### src/rtl/parc_bypass_scoreboard.sv
// Generic in-flight register-write tracker: bypass selects per decode read port plus the
// load-use / long-latency hazard stall. Entries advance through NUM_STAGES tracked stages.
module parc_byp_lookup #(
  parameter int NUM_STAGES = 3,
  parameter int REG_AW     = 5,
  parameter int SEL_W      = 2
) (
  input  logic                                 rd_en,
  input  logic [REG_AW-1:0]                    rd_addr,
  input  logic [NUM_STAGES-1:0]                prod,
  input  logic [NUM_STAGES-1:0][REG_AW-1:0]    waddr,
  input  logic [NUM_STAGES-1:0][SEL_W-1:0]     rdy,
  output logic [SEL_W-1:0]                     sel,
  output logic                                 haz
);
  // Scan oldest to youngest so the youngest matching producer overwrites older results.
  always_comb begin
    sel = '0;
    haz = 1'b0;
    for (int i = NUM_STAGES-1; i >= 0; i--) begin
      if (prod[i] && waddr[i] == rd_addr) begin
        if (SEL_W'(i) >= rdy[i]) begin
          sel = SEL_W'(i + 1);
          haz = 1'b0;
        end else begin
          sel = '0;
          haz = 1'b1;
        end
      end
    end
    if (!rd_en || rd_addr == '0) begin
      sel = '0;
      haz = 1'b0;
    end
  end
endmodule

module parc_bypass_scoreboard #(
  parameter int NUM_STAGES   = 3,
  parameter int NUM_RD_PORTS = 2,
  parameter int REG_AW       = 5,
  parameter int SEL_W        = 2
) (
  input  logic                            clk,
  input  logic                            reset,
  input  logic                            issue_val,
  input  logic                            issue_wen,
  input  logic [REG_AW-1:0]               issue_waddr,
  input  logic [SEL_W-1:0]                issue_rdy_stg,
  input  logic [NUM_STAGES-1:0]           stall_in,
  input  logic                            squash_in,
  input  logic [NUM_RD_PORTS-1:0]         rd_en,
  input  logic [NUM_RD_PORTS*REG_AW-1:0]  rd_addr,
  output logic [NUM_RD_PORTS*SEL_W-1:0]   byp_sel,
  output logic                            hazard_stall,
  output logic [NUM_STAGES-1:0]           stage_val,
  output logic                            retire_val,
  output logic [REG_AW-1:0]               retire_waddr
);
  localparam int LAST = NUM_STAGES - 1;

  logic [NUM_STAGES-1:0]              vld_pipe, vld_d;
  logic [NUM_STAGES-1:0]              wen_q, wen_d;
  logic [NUM_STAGES-1:0][REG_AW-1:0]  waddr_q, waddr_d;
  logic [NUM_STAGES-1:0][SEL_W-1:0]   rdy_q, rdy_d;
  logic [NUM_STAGES-1:0]              prod;
  logic [NUM_RD_PORTS-1:0]            port_haz;
  logic                               load0;

  assign load0 = issue_val && !squash_in && !hazard_stall;

  // A held stage keeps its entry; a stage behind a stalled one but itself free takes a bubble.
  always_comb begin
    vld_d   = vld_pipe;
    wen_d   = wen_q;
    waddr_d = waddr_q;
    rdy_d   = rdy_q;
    if (!stall_in[0]) begin
      vld_d[0]   = load0;
      wen_d[0]   = issue_wen;
      waddr_d[0] = issue_waddr;
      rdy_d[0]   = issue_rdy_stg;
    end
    for (int i = 1; i < NUM_STAGES; i++) begin
      if (!stall_in[i-1]) begin
        vld_d[i]   = vld_pipe[i-1];
        wen_d[i]   = wen_q[i-1];
        waddr_d[i] = waddr_q[i-1];
        rdy_d[i]   = rdy_q[i-1];
      end else if (!stall_in[i]) begin
        vld_d[i]   = 1'b0;
      end
    end
  end

  always_ff @(posedge clk or posedge reset) begin
    if (reset) begin
      vld_pipe <= '0;
      wen_q    <= '0;
      waddr_q  <= '0;
      rdy_q    <= '0;
    end else begin
      vld_pipe <= vld_d;
      wen_q    <= wen_d;
      waddr_q  <= waddr_d;
      rdy_q    <= rdy_d;
    end
  end

  always_comb begin
    prod = '0;
    for (int i = 0; i < NUM_STAGES; i++)
      prod[i] = vld_pipe[i] && wen_q[i] && (waddr_q[i] != '0);
  end

  for (genvar p = 0; p < NUM_RD_PORTS; p++) begin : g_port
    parc_byp_lookup #(
      .NUM_STAGES (NUM_STAGES),
      .REG_AW     (REG_AW),
      .SEL_W      (SEL_W)
    ) u_lookup (
      .rd_en   (rd_en[p]),
      .rd_addr (rd_addr[p*REG_AW +: REG_AW]),
      .prod    (prod),
      .waddr   (waddr_q),
      .rdy     (rdy_q),
      .sel     (byp_sel[p*SEL_W +: SEL_W]),
      .haz     (port_haz[p])
    );
  end

  assign hazard_stall = |port_haz;
  assign stage_val    = vld_pipe & wen_q;
  assign retire_val   = prod[LAST] && !stall_in[LAST];
  assign retire_waddr = retire_val ? waddr_q[LAST] : '0;
endmodule

### config.mk
export PLATFORM = sky130hd
export DESIGN_NAME = parc_bypass_scoreboard
export DESIGN_NICKNAME = d
export VERILOG_FILES = /design/src/rtl/parc_bypass_scoreboard.sv
export SDC_FILE = /design/constraint.sdc
export NUM_CORES = 1
export LEC_CHECK = 0
export CORE_AREA = 2 2 75 59
export DETAILED_ROUTE_END_ITERATION = 10
export DIE_AREA = 0 0 77 61
export GPL_TIMING_DRIVEN = 0
export PLACE_DENSITY = 0.73
export SYNTH_ARGS = -nofsm -noshare
export SYNTH_HDL_FRONTEND = slang
export SYNTH_SLANG_ARGS = --single-unit
### constraint.sdc
create_clock -name clk -period 1.7 [get_ports clk]
set_input_delay 0.17 -clock clk [delete_from_list [all_inputs] [get_ports clk]]
set_output_delay 0.17 -clock clk [all_outputs]
set_load 0.02 [all_outputs]
==> results of run 1 <==
==> stage by stage <==
step / power (W) / worst slack [ns] / instance area [µm²]
6_report: 0.00185 / -0.728 / 2590
3_3_place_gp: 0.00126 / -1.30 / 2150
3_5_place_dp: 0.00128 / -1.32 / 2150
4_1_cts: 0.00175 / -0.707 / 2390
5_1_grt: 0.00194 / -0.808 / 2590
2_1_floorplan: 0.00111 / -0.250 / 1690
==> layer usage <==
metal | part of all wire | global-route usage | vias to the layer above
met1 | 0.42 | 0.244 | 718
li1 | - | - | 678
met2 | 0.51 | 0.376 | 56
met5 | 0 | 0 | -
met4 | 0.013 | 0.0638 | 0
met3 | 0.059 | 0.0476 | 8
==> report_power, final <==
group          switching (W)  total (W)  internal (W)
clock network       0.000190   0.000358      0.000168
logic               0.000269   0.000621      0.000352
registers           0.000130   0.000868      0.000739
total               0.000588    0.00185       0.00126
==> timing repair <==
item | CTS | global route
gates resized for setup | 81 | 38
setup endpoints to repair | 12 | 14
setup buffers | 15 | 6
pin swaps | 11 | 14
hold endpoints to repair | 0 | 0
==> sequential cells by signal, summed over array words and instances (netlist names) <==
register / cells
wen_q: 3
waddr_q: 15
rdy_q: 6
vld_pipe: 3
==> worst register-to-register path, stage by stage (launching register included) <==
cell and delay, ns:
dfrtp_1 0.43, xor2_1 0.18, nor3_1 0.19, nand3_1 0.13, or4_4 0.52, a211oi_4 0.27
buf_4 0.16, o41ai_2 0.05
==> area by class of cell <==
class | count | area share
multi-input cells | 119 | 0.459
flip-flops and latches | 27 | 0.266
repair buffers | 59 | 0.216
well taps | 55 | 0.0266
clock buffers | 4 | 0.0174
inverters | 7 | 0.0102
plain buffers | 3 | 0.00435
==> cell families (layout without fill, tap and decap cells) <==
group	Yosys count	in the layout	share of synthesized area
AOI/OAI and AO/OA	19	19	0.0916
buffers and inverters	10	73	0.0225
muxes	24	24	0.162
DFF	27	27	0.405
xor gates and xnor gates	28	28	0.147
and+or+nand+nor	48	48	0.171
==> cells in the final DEF, fill, tap and decap left out, drive strengths merged <==
master         instances
buf                   31
dfrtp                 27
clkdlybuf4s50         25
mux2                  24
xnor2                 19
nand3                 11
xor2                   9
nand2                  7
inv                    7
and2                   7
clkbuf                 7
or4                    5
nor2                   5
a211oi                 5
o21ai                  5
nor4                   3
nor3                   3
a21oi                  3
nor3b                  2
nand2b                 2
dlygate4sd2            2
or3                    2
a31oi                  2
o21bai                 1
a211o                  1
or2                    1
a2bb2oi                1
o41ai                  1
dlymetal6s2s           1
==> how the worst max path moves through the flow <==
stage	cells past startpoint	startpoint	slack, ns	endpoint
2_1_floorplan	6	waddr_q[4]	-0.25	hazard_stall
3_3_place_gp	8	rd_addr[0]	-1.30	hazard_stall
3_5_place_dp	8	rd_addr[0]	-1.32	hazard_stall
4_1_cts	7	waddr_q[1]	-0.71	byp_sel[2]
5_1_grt	8	waddr_q[10]	-0.81	hazard_stall
6_report	7	waddr_q[10]	-0.73	hazard_stall
==> flow_summary_export.csv, run 1 <==
group,metric,value,unit
synthesis,syn_avg_cell_area,10.7,µm²
floorplan,die_y,61,µm
place,port_buffers,39,
layout,utilization,0.654,
timing,hold_slack,0.363,ns
synthesis,syn_inst,156,
clock_network,cts-root-buf,"clkbuf_8",
grt,grt_pass1_vias,1500,
clock_network,clock_latency,0.27,ns
critical_path,cpPeakStageDelay,0.52,ns
timing,rsz0062_at_grt,"yes",
synthesis,synthTopCellsByArea,"dfrtp_1, mux2_2, xnor2_1",
clock_network,cts_inserted_buffers,3,
grt,antenna_found_initial,0,
synthesis,yosysMostFrequentCell,"dfrtp_1",
routing,drt_iter0_drc,77,
timing,slew_violations,0,
grt,grt_max_degree,28,
synthesis,synth_area,1670,µm²
synthesis,ys_warn_count,0,
timing,fin_skew,0.00437,ns
job,max_cap_violations,0,
routing,vias,1460,
status,violations,"setup timing",
layout,seq_area,688,µm²
routing,drc_errors,0,
pwr,power_per_cell_area,714,nW/µm²
synthesis,netlist.area_leader.share,0.405,
grt,overflow,0,
layout,multi_input_area,1190,µm²
synthesis,post-synth-top-area-cell,"dfrtp_1",
clock_network,cts_tree,"yes",
critical_path,critPathLaunchType,"register",
layout,area_growth,55.2,%
layout,instances_no_fill,274,
layout,fillCellCount,300,
grt,track_usage,0.204,
clock_network,clockBufferDepth,2,
worst_hold_path,whs_path_depth,3,
synthesis,syn_nets,183,
timing,worstMarginPinSlew,1.04,ns
floorplan,coreArea,3950,µm²
synthesis,async_flop_share,1.00,
worst_hold_path,hp-start,"stall_in[0]",
worst_hold_path,min_to,"vld_pipe[0]",
grt,grt_pass1_wl,7320,µm
place,gp_congestion,0.884,
floorplan,rows,20,
timing,fin_crit_sh,1.43,
synthesis,synth-edff-count,0,
critical_path,worstPathArrival,2.26,ns
status,status,"finished, violations left",
layout,drive_gt1_frac,0.502,
routing,via_per_inst,5.33,
routing,finalWirelength,4670,µm
timing,fmax,412,MHz
critical_path,crit_family,"simple AND/OR/NAND/NOR gates",
layout,final_nets,247,
critical_path,criticalPathCategory,"register to primary output",
synthesis,synth_cell_types,30,
timing,hold_violations,0,
synthesis,ys_ff_latch,27,
layout,n_antenna_cell,0,
clock_network,cts_hold_buf,0,
floorplan,initial_core_util,0.422,
critical_path,crit-reg2reg-launch,"waddr_q[10]",
timing,worst_slack,-0.728,ns
pwr,leakage,1.02,nW
critical_path,cp_slowest_cell,"or4_4",
pwr,peakVddDrop,523,µV
critical_path,ff2ff_path_depth,7,
critical_path,reg2reg_to,"vld_pipe[0]",
synthesis,synth_common_cells,"dfrtp_1, mux2_2, xnor2_1",
critical_path,critPathMaxFanout,4,
timing,fin_crit,2.43,ns
critical_path,end_kind,"primary output",
timing,relSlewSlack,0.306,
floorplan,pin_count,41,
worst_hold_path,hold_class,"primary input to register",
place,dp_cells,250,
routing,ant_nets,0,
clock_network,cts_sinks,27,
timing,setup_viol,12,
floorplan,dieArea,4700,µm²
synthesis,ys_seq_area_frac,0.405,
critical_path,cp_cell_sequence,"xor2_1 -> nor3_1 -> nand3_1 -> or4_4 -> a211oi_4 -> or2_4 -> buf_6",
routing,routedWlPerCell,17.0,µm
clock_network,htree_levels,1,
critical_path,r2r_setup_slack,-0.36,ns
critical_path,cp_num_buf_inv,1,
critical_path,critPathRequiredTime,1.53,ns
synthesis,synthFlopType,"dfrtp_1",
floorplan,fp.dieW,77,µm
timing,tns,-6.92,ns
clock_network,cts.clk_slew.worst_paths,0.09,ns
routing,dr.pass1.iters,4,
place,hpwlAfterDp,3120,µm
(Power assumes the default switching activity.)
==> inputs of run 2 (changes only) <==
- ABC_AREA: unset -> 1
- CORE_AREA: 2 2 75 59 -> 2 2 76 60
- DIE_AREA: 0 0 77 61 -> 0 0 78 62
- GPL_TIMING_DRIVEN: 0 -> unset
- PLACE_DENSITY: 0.73 -> 0.74
==> flow_summary_export.csv, run 2 <==
group,metric,value,unit
status,status,"finished, violations left",
status,violations,"setup timing",
synthesis,yosysMostFrequentCell,"nand2_1",
clock_network,cts_tree,"yes",
pwr,combPwrFrac,0.341,
floorplan,fp.dieW,78,µm
timing,fmax,516,MHz
synthesis,ys_warn_count,0,
synthesis,synthTopCellsByArea,"dfrtp_1, nand2_1, inv_1",
synthesis,synth_cell_types,23,
timing,hold_slack,0.239,ns
clock_network,clock_latency,0.28,ns
timing,rsz0062_at_grt,"yes",
place,gp_congestion,0.943,
grt,overflow,0,
synthesis,syn_inst,259,
pwr,swShare,0.329,
grt,antenna_found_initial,0,
clock_network,cts.clk_slew.worst_paths,0.10,ns
critical_path,end_kind,"primary output",
layout,n_antenna_cell,0,
synthesis,synth_common_cells,"nand2_1, inv_1, dfrtp_1",
layout,instances_no_fill,404,
routing,vias,1942,
layout,area_growth,58.9,%
synthesis,synthFlopType,"dfrtp_1",
layout,largest_register_ffs,15,
synthesis,syn_avg_cell_area,6.86,µm²
layout,drive_gt1_frac,0.375,
synthesis,syn_nets,286,
routing,drc_errors,0,
place,hpwlAfterDp,3740,µm
pwr,power_per_cell_area,629,nW/µm²
critical_path,cp-startpoint,"rd_addr[9]",
critical_path,critPathLaunchType,"primary input",
floorplan,coreArea,4200,µm²
layout,utilization,0.671,
pwr,p_int,0.00119,W
timing,worstMarginPinSlew,0.344,ns
synthesis,ys_seq_area_frac,0.381,
grt,grt_max_degree,34,
floorplan,initial_core_util,0.422,
pwr,p_seq_frac,0.439,
pwr,switching_power,0.000584,W
clock_network,cts-root-buf,"clkbuf_8",
timing,fin_skew,0.00253,ns
layout,final_nets,375,
layout,reg_top3,"waddr_q (15), rdy_q (6)",
grt,track_usage,0.208,
synthesis,synth-edff-count,0,
routing,via_per_inst,4.81,
synthesis,post-synth-top-area-cell,"dfrtp_1",
synthesis,netlist.area_leader.share,0.381,
timing,slew_violations,0,
timing,fin_crit_sh,1.14,
grt,grt_pass1_vias,1694,
routing,finalWirelength,4900,µm
critical_path,critPathMaxFanout,5,
clock_network,clockBufferDepth,2,
timing,setup_viol,10,
critical_path,worstPathArrival,1.77,ns
floorplan,rows,21,
synthesis,async_flop_share,1.00,
critical_path,criticalPathCategory,"primary input to primary output",
synthesis,synth_area,1780,µm²
layout,final_cell_mix,"nand2_1, buf_4, dfrtp_1",
timing,worst_slack,-0.238,ns
routing,drt_iter0_drc,112,
floorplan,die_y,62,µm
clock_network,cts_sinks,27,
timing,hold_violations,0,
floorplan,dieArea,4840,µm²
grt,grt_pass1_wl,7770,µm
critical_path,critPathRequiredTime,1.53,ns
critical_path,crit-reg2reg-launch,"waddr_q[3]",
routing,dr.pass1.iters,4,
layout,largest-register,"waddr_q",
clock_network,cts_inserted_buffers,3,
job,max_cap_violations,0,
pwr,leakage,1.45,nW
layout,mostFrequentLayoutCell,"nand2_1",
worst_hold_path,hold_class,"primary input to async pin",
pwr,peakVddDrop,473,µV
pwr,clkPwrFrac,0.220,
timing,fin_crit,1.94,ns
floorplan,pin_count,41,
routing,routedWlPerCell,12.1,µm
clock_network,htree_levels,1,
timing,relSlewSlack,0.770,
timing,tns,-1.05,ns
place,port_buffers,40,
synthesis,ys_ff_latch,27,
place,dp_cells,392,
routing,ant_nets,0,
[run 2: timing repair]
item,4_1_cts,5_1_grt
setup endpoints to repair,12,15
resized for setup,78,49
gates cloned,0,0
pin swaps,16,20
hold buffers,0,0
buffers inserted,7,3
[run 2: critical path: stages]
cell and delay (ns):
clkdlybuf4s50_1 0.61, inv_2 0.06, nand2_1 0.06, nand2_1 0.05, nor2_1 0.10, nand2_1 0.10, nor2_4 0.14, nand2_2 0.07
nand2_2 0.09, inv_2 0.04, nand2_2 0.05, nand2_2 0.06, nand2_2 0.07, buf_6 0.11
[run 2: worst paths after layout]
path                                end  slack (ns)  cells after the start
setup / recovery           hazard_stall       -0.24                     14
hold / removal                 wen_q[0]        0.24                      3
setup reg to reg            vld_pipe[0]        0.06                     12
hold reg to reg                wen_q[2]        0.50                      2
max in group asynchronous    waddr_q[3]        1.18                      3
min in group clk               rdy_q[1]        0.44                      3
[run 2: stage by stage]
stage / worst slack, ns / instance area, µm² / power, W
6_report: -0.238 / 2820 / 0.00177
5_1_grt: -0.351 / 2820 / 0.00188
4_1_cts: -0.205 / 2650 / 0.00174
3_5_place_dp: -0.656 / 2550 / 0.00132
3_3_place_gp: -0.666 / 2550 / 0.00130
2_1_floorplan: 0.0223 / 1780 / 0.00104
[run 2: metal layers]
metal / vias to the layer above / global-route usage / share of wire
met5: - / 0 / 0
met4: 0 / 0.0426 / 0.011
met3: 6 / 0.0303 / 0.064
met2: 72 / 0.357 / 0.47
met1: 875 / 0.288 / 0.45
li1: 989 / - / -
[run 2: area by class of cell]
type                       count  area, µm²
inverter                      42        163
fill                         376       1380
tap                           57       71.3
clock inverter                 1       8.76
multi-input combinational    184       1040
clock buffer                   3       41.3
timing repair buffer          90        822
sequential                    27        679
[run 2: logic make-up (layout without fill, tap and decap cells)]
kind of cell              count (synthesis)  count (layout)  share of synthesized area
buffers and inverters                    48             136                      0.104
muxes                                     4               4                     0.0254
and+or+nand+nor                         137             137                      0.342
AOI/OAI and AO/OA                        32              32                     0.0930
DFF                                      27              27                      0.381
xor gates and xnor gates                 11              11                     0.0543
[run 2: power by group through the flow]
stage / clock network (W) / logic, W / registers [W]
2_1_floorplan: 0 / 0.000262 / 0.000777
3_3_place_gp: 0 / 0.000517 / 0.000786
3_5_place_dp: 0 / 0.000527 / 0.000789
4_1_cts: 0.000404 / 0.000558 / 0.000778
5_1_grt: 0.000427 / 0.000663 / 0.000789
6_report: 0.000390 / 0.000604 / 0.000779
